**src/rtl/write_resp_router.sv**
```systemverilog
// Write-response router: arbitrates slave B channels into one holding register and steers it to the master named in the BID prefix.
// Latency 1 cycle slave->master; full throughput while masters accept. Slaves are stalled (BREADY_S=0) while the hold is full and not draining.
// Optional macro WRESP_RR_EN selects round-robin arbitration instead of lowest-index-wins.
module write_resp_router #(
    parameter  int NUM_S     = 6,
    parameter  int NUM_M     = 3,
    parameter  int ID_BITS   = 4,
    parameter  int MSEL_BITS = 4,
    localparam int IDS_BITS  = ID_BITS + MSEL_BITS,
    localparam int SW        = (NUM_S > 1) ? $clog2(NUM_S) : 1
) (
    input  logic                      clk,
    input  logic                      rst,
    input  logic [NUM_S*IDS_BITS-1:0] BID_S,
    input  logic [NUM_S*2-1:0]        BRESP_S,
    input  logic [NUM_S-1:0]          BVALID_S,
    output logic [NUM_S-1:0]          BREADY_S,
    output logic [ID_BITS-1:0]        BID_M,
    output logic [1:0]                BRESP_M,
    output logic [NUM_M-1:0]          BVALID_M,
    input  logic [NUM_M-1:0]          BREADY_M,
    output logic                      decerr_drop
);

    typedef enum logic {IDLE, BUSY} state_t;

    state_t                 state, state_nxt;
    logic                   hold_vld;
    logic [ID_BITS-1:0]     hold_id;
    logic [1:0]             hold_resp;
    logic [MSEL_BITS-1:0]   hold_dst;

    logic [SW-1:0]          win;
    logic [IDS_BITS-1:0]    win_bid;
    logic [1:0]             win_resp;
    logic [MSEL_BITS-1:0]   win_dst;
    logic                   in_range;
    logic                   out_vld;
    logic                   m_hs;
    logic                   accept;

`ifdef WRESP_RR_EN
    logic [SW-1:0]          rr_ptr;
    logic [2*NUM_S-1:0]     rr_dbl;
    logic [NUM_S-1:0]       rr_rot;
    logic [SW-1:0]          rr_off;
    logic [SW:0]            rr_sum;

    // Rotate requests so the pointer position becomes bit 0, pick lowest, then rotate the index back.
    always_comb begin
        rr_dbl = {BVALID_S, BVALID_S} >> rr_ptr;
        rr_rot = rr_dbl[NUM_S-1:0];
        rr_off = '0;
        for (int i = NUM_S-1; i >= 0; i--) begin
            if (rr_rot[i]) rr_off = SW'(i);
        end
        rr_sum = {1'b0, rr_ptr} + {1'b0, rr_off};
        if (rr_sum >= (SW+1)'(NUM_S)) rr_sum = rr_sum - (SW+1)'(NUM_S);
        win = rr_sum[SW-1:0];
    end

    always_ff @(posedge clk) begin
        if (rst)
            rr_ptr <= '0;
        else if (accept)
            rr_ptr <= (win == SW'(NUM_S-1)) ? '0 : win + 1'b1;
    end
`else
    always_comb begin
        win = '0;
        for (int i = NUM_S-1; i >= 0; i--) begin
            if (BVALID_S[i]) win = SW'(i);
        end
    end
`endif

    always_comb begin
        win_bid  = '0;
        win_resp = '0;
        for (int i = 0; i < NUM_S; i++) begin
            if (win == SW'(i)) begin
                win_bid  = BID_S[i*IDS_BITS +: IDS_BITS];
                win_resp = BRESP_S[i*2 +: 2];
            end
        end
        win_dst  = win_bid[IDS_BITS-1:ID_BITS];
        in_range = int'(win_dst) < NUM_M;
    end

    assign out_vld = (state == BUSY) && hold_vld;
    assign m_hs    = out_vld && |(BVALID_M & BREADY_M);
    // Reset gates accept so nothing is consumed from the slaves while rst is high.
    assign accept  = !rst && |BVALID_S && ((state == IDLE) || m_hs);

    always_ff @(posedge clk) begin
        if (rst)
            state <= IDLE;
        else
            state <= state_nxt;
    end

    always_comb begin
        state_nxt = state;
        case (state)
            IDLE: if (accept && in_range) state_nxt = BUSY;
            BUSY: if (m_hs) state_nxt = (accept && in_range) ? BUSY : IDLE;
            default: state_nxt = IDLE;
        endcase
    end

    always_comb begin
        BREADY_S = '0;
        if (accept) BREADY_S[win] = 1'b1;
        for (int j = 0; j < NUM_M; j++) begin
            BVALID_M[j] = out_vld && (hold_dst == MSEL_BITS'(j));
        end
        BID_M   = out_vld ? hold_id   : '0;
        BRESP_M = out_vld ? hold_resp : '0;
    end

    always_ff @(posedge clk) begin
        if (rst) begin
            hold_vld    <= 1'b0;
            hold_id     <= '0;
            hold_resp   <= '0;
            hold_dst    <= '0;
            decerr_drop <= 1'b0;
        end else begin
            decerr_drop <= accept && !in_range;
            if (accept && in_range) begin
                hold_vld  <= 1'b1;
                hold_id   <= win_bid[ID_BITS-1:0];
                hold_resp <= win_resp;
                hold_dst  <= win_dst;
            end else if (m_hs) begin
                hold_vld  <= 1'b0;
            end
        end
    end

endmodule

```
**config.mk**
```make
export PLATFORM = sky130hd
export DESIGN_NAME = write_resp_router
export DESIGN_NICKNAME = d
export VERILOG_FILES = /design/src/rtl/write_resp_router.sv
export SDC_FILE = /design/constraint.sdc
export NUM_CORES = 1
export LEC_CHECK = 0
export BUFFER_PORTS_ARGS = -buffer_cell sky130_fd_sc_hd__buf_2
export CAP_MARGIN = 5
export CORE_UTILIZATION = 41
export DETAILED_ROUTE_END_ITERATION = 8
export GPL_ROUTABILITY_DRIVEN = 0
export PLACE_DENSITY_LB_ADDON = 0.15
export SYNTH_ARGS = -nofsm -noshare
export SYNTH_HDL_FRONTEND = slang
export SYNTH_SLANG_ARGS = --single-unit
```
**constraint.sdc**
```tcl
create_clock -name clk -period 3.2 [get_ports clk]
set_input_delay 0.64 -clock clk [delete_from_list [all_inputs] [get_ports clk]]
set_output_delay 0.64 -clock clk [all_outputs]
set_load 0.005 [all_outputs]
```
==> reports/qor.tcl <==
set qor(classification_of_the_worst_slack_hold_path) {flop to flop}
set qor(postCtsSetupBuffers) 0
set qor(clk_pin_slew_worst_paths_ns) 0.07
set qor(antenna_violating_nets_post_route) 0
set qor(post-route-period-util_pct) 82.81
set qor(grt_setup_unrepaired) {false}
set qor(endpoint) {BREADY_S[1]}
set qor(r2r_cells) 6
set qor(vias) 1542
set qor(finalClockSkew_ns) 0.001858
set qor(die_width_microns) 56.66
set qor(avgSynthCellArea_sq_um) 7.424
set qor(place_inst) 274
set qor(vdd_ir_drop_max_mv) 0.1141
set qor(num_io_pins) 87
set qor(antenna_found_initial) 0
set qor(diodes) 0
set qor(cts.sink_count) 13
set qor(drc_errors) 4
set qor(r2r_slack_ns) 0.84
set qor(outcome) {complete, but fails checks}
set qor(tritoncts) {built}
set qor(syn-instance-count) 165
set qor(slew_viol_final) 0
set qor(cp_data_required_time_ns) 2.56
set qor(initial_standard_cell_utilization_of_the_core_pct) 43.67
set qor(maxCapViolCount) 0
set qor(fmaxAchievable_mhz) 377.4
set qor(data_arrival_time_at_the_worst_slack_endpoint_ns) 2.01
set qor(synth_area_leaders) {dfxtp_1, a21oi_1, nand2_1}
set qor(fin_crit_ns) 2.650
set qor(layout-area-overhead-vs-synth_pct) 36.87
set qor(yosysTopAreaCellShare_pct) 21.25
set qor(firstDrtPassIters) 6
set qor(setup_violations) 0
set qor(ctsHtreeMaxLevel) 1
set qor(final_layout_size_suffix_gt1_share_pct) 41.70
set qor(transition_time_at_the_pin_with_the_least_slew_margin_ns) 0.4387
set qor(seq_area_frac_synth_pct) 21.25
set qor(yosysWarnings) 0
set qor(finish.net_count) 319
set qor(grt_start_max_net_pins) 22
set qor(failed_checks) {design-rule violations}
set qor(worst_reg2reg_path_startpoint) {state}
set qor(synth.distinct_cells) 38
set qor(synthArstFlopShare_pct) 0
set qor(final_tns_setup_ns) 0
set qor(clock_insertion_delay_at_the_later_pin_of_the_skew_report_ns) 0.27
set qor(relSlewSlack_pct) 70.51
set qor(multi_input_gate_area_in_the_final_layout_sq_um) 890.9
set qor(final.fill_count) 291
set qor(power_per_cell_area_mw_per_mm2) 261.3
set qor(top_signal_layer_used) {met4}
set qor(final_cell_count_no_fill) 278
set qor(worst-path-max-fanout) 10
set qor(clk_root_buffer_cell) {clkbuf_4}
set qor(synth_edf_count) 0
set qor(num_cts_buffers) 3
set qor(floorplan.die_area_sq_mm) 0.003210
set qor(wl_per_cell_microns) 12.91
set qor(hold_viol) 0
set qor(leakage_nw) 0.8642
set qor(reg_to_reg_critical_path_endpoint) {hold_resp[1]}
set qor(worst_hold_slack_ns) 0.4652
set qor(met3_length_microns) 195
set qor(syn-cell-area_sq_mm) 0.001225
set qor(grt_util_all_layers_pct) 22.01
set qor(synth_nets) 236
set qor(seqCellArea_sq_um) 260.3
set qor(routed_wirelength_microns) 3589
set qor(yosysTopAreaCell) {dfxtp_1}
set qor(std_cell_rows) 19
set qor(critical_path_class) {flop to output pin}
set qor(overflow) 0
set qor(type_of_element_capturing_the_critical_path) {output pin}
set qor(die_height_microns) 56.66
set qor(yosys_register_bits) 13
set qor(worst_setup_path_start_kind) {flop}
set qor(synthFlopType) {dfxtp_1}
set qor(detail_route.iter0.violations) 98
set qor(port_buffers) 86
set qor(route.layer.met1.wl_microns) 1616
set qor(dp_hpwl_microns) 2941
set qor(synth.top_cells.by_count) {nand2_1, a21oi_1, dfxtp_1}
set qor(post_cts_hold_buffer_count) 0
set qor(cts_resized) 0
set qor(viasPerCell) 5.547
set qor(synthMostInstantiatedCell) {nand2_1}
set qor(global_route_wire_length_before_repair_microns) 5747
set qor(fp.coreArea_sq_mm) 0.002805
set qor(crit_start) {state}
set qor(clock_tree.buffer_depth) 2
set qor(via_count_of_the_first_global_routing_pass) 1358
set qor(wl_met2_microns) 1729
-- registers in the layout, indices dropped and copies added, names as in the netlist --
name	count
hold_dst	4
hold_id	4
hold_resp	2
decerr_drop	1
hold_vld	1
state	1
-- final cells by class --
cell class	instances	share of cell area, %
inverters	4	0.8955
repair buffers	88	26.57
multi-input cells	138	53.13
flip-flops and latches	13	15.52
well taps	31	2.313
clock buffers	4	1.567
-- metal layers --
metal  GRT usage, %  vias to the layer above
met3          1.843                        6
met5              0                        -
met2          36.56                       70
li1               -                      779
met4          7.857                        0
met1          29.62                      687
-- critical path, cell delays in order (launching register included) --
cell	delay [ns]
dfxtp_1	0.47
nand4bb_2	0.20
nor3b_2	0.21
a21oi_1	0.12
a21o_1	0.30
nor3b_1	0.28
buf_2	0.16
-- worst min-delay path by stage --
stage / startpoint / end / slack (ns) / cells past startpoint
2_1_floorplan: hold_id[3] / hold_id[3] / 0.43 / 2
3_3_place_gp: hold_dst[2] / hold_dst[2] / 0.46 / 1
3_5_place_dp: hold_id[1] / hold_id[1] / 0.46 / 2
4_1_cts: hold_id[1] / hold_id[1] / 0.47 / 2
5_1_grt: hold_id[1] / hold_id[1] / 0.48 / 2
6_report: hold_id[1] / hold_id[1] / 0.47 / 2
-- placed cells by master (no fill, tap or decap), types with 5 or more instances in the layout --
master,instances
buf_2,86
nor2b_1,11
nor2_1,12
a22o_1,5
and3_1,5
dfxtp_1,13
o21ai_0,9
a21oi_1,15
nor3_1,8
nand2_1,20
-- power breakdown --
group / internal [mW] / total [mW] / leakage, nW / switching, mW
Combinational: 0.0794 / 0.155 / 0.743 / 0.0756
Clock: 0.0483 / 0.0981 / 0.0150 / 0.0498
Sequential: 0.175 / 0.185 / 0.106 / 0.0104
Total: 0.302 / 0.438 / 0.864 / 0.136
-- per-stage QoR --
| stage | instance area, sq um | total power, mW | util (%) | setup slack [ns] |
|---|---|---|---|---|
| floorplan | 1225 | 0.2783 | - | 0.6469 |
| global placement | 1650 | 0.3422 | 58.83 | 0.3306 |
| detailed placement | 1650 | 0.3429 | 58.83 | 0.2950 |
| CTS | 1677 | 0.4410 | 59.77 | 0.5549 |
| global route | 1677 | 0.4696 | 59.77 | 0.4350 |
| finish | 1677 | 0.4381 | 59.77 | 0.5500 |
-- logic make-up after synthesis --
family                 after synthesis  synth area share [%]
and+or+nand+nor                     80                 36.98
muxes                                7                 6.946
DFF                                 13                 21.25
buffers and inverters               14                 6.026
AOI/OAI and AO/OA                   51                 28.81
No activity file was read; power rests on OpenSTA's default activity.
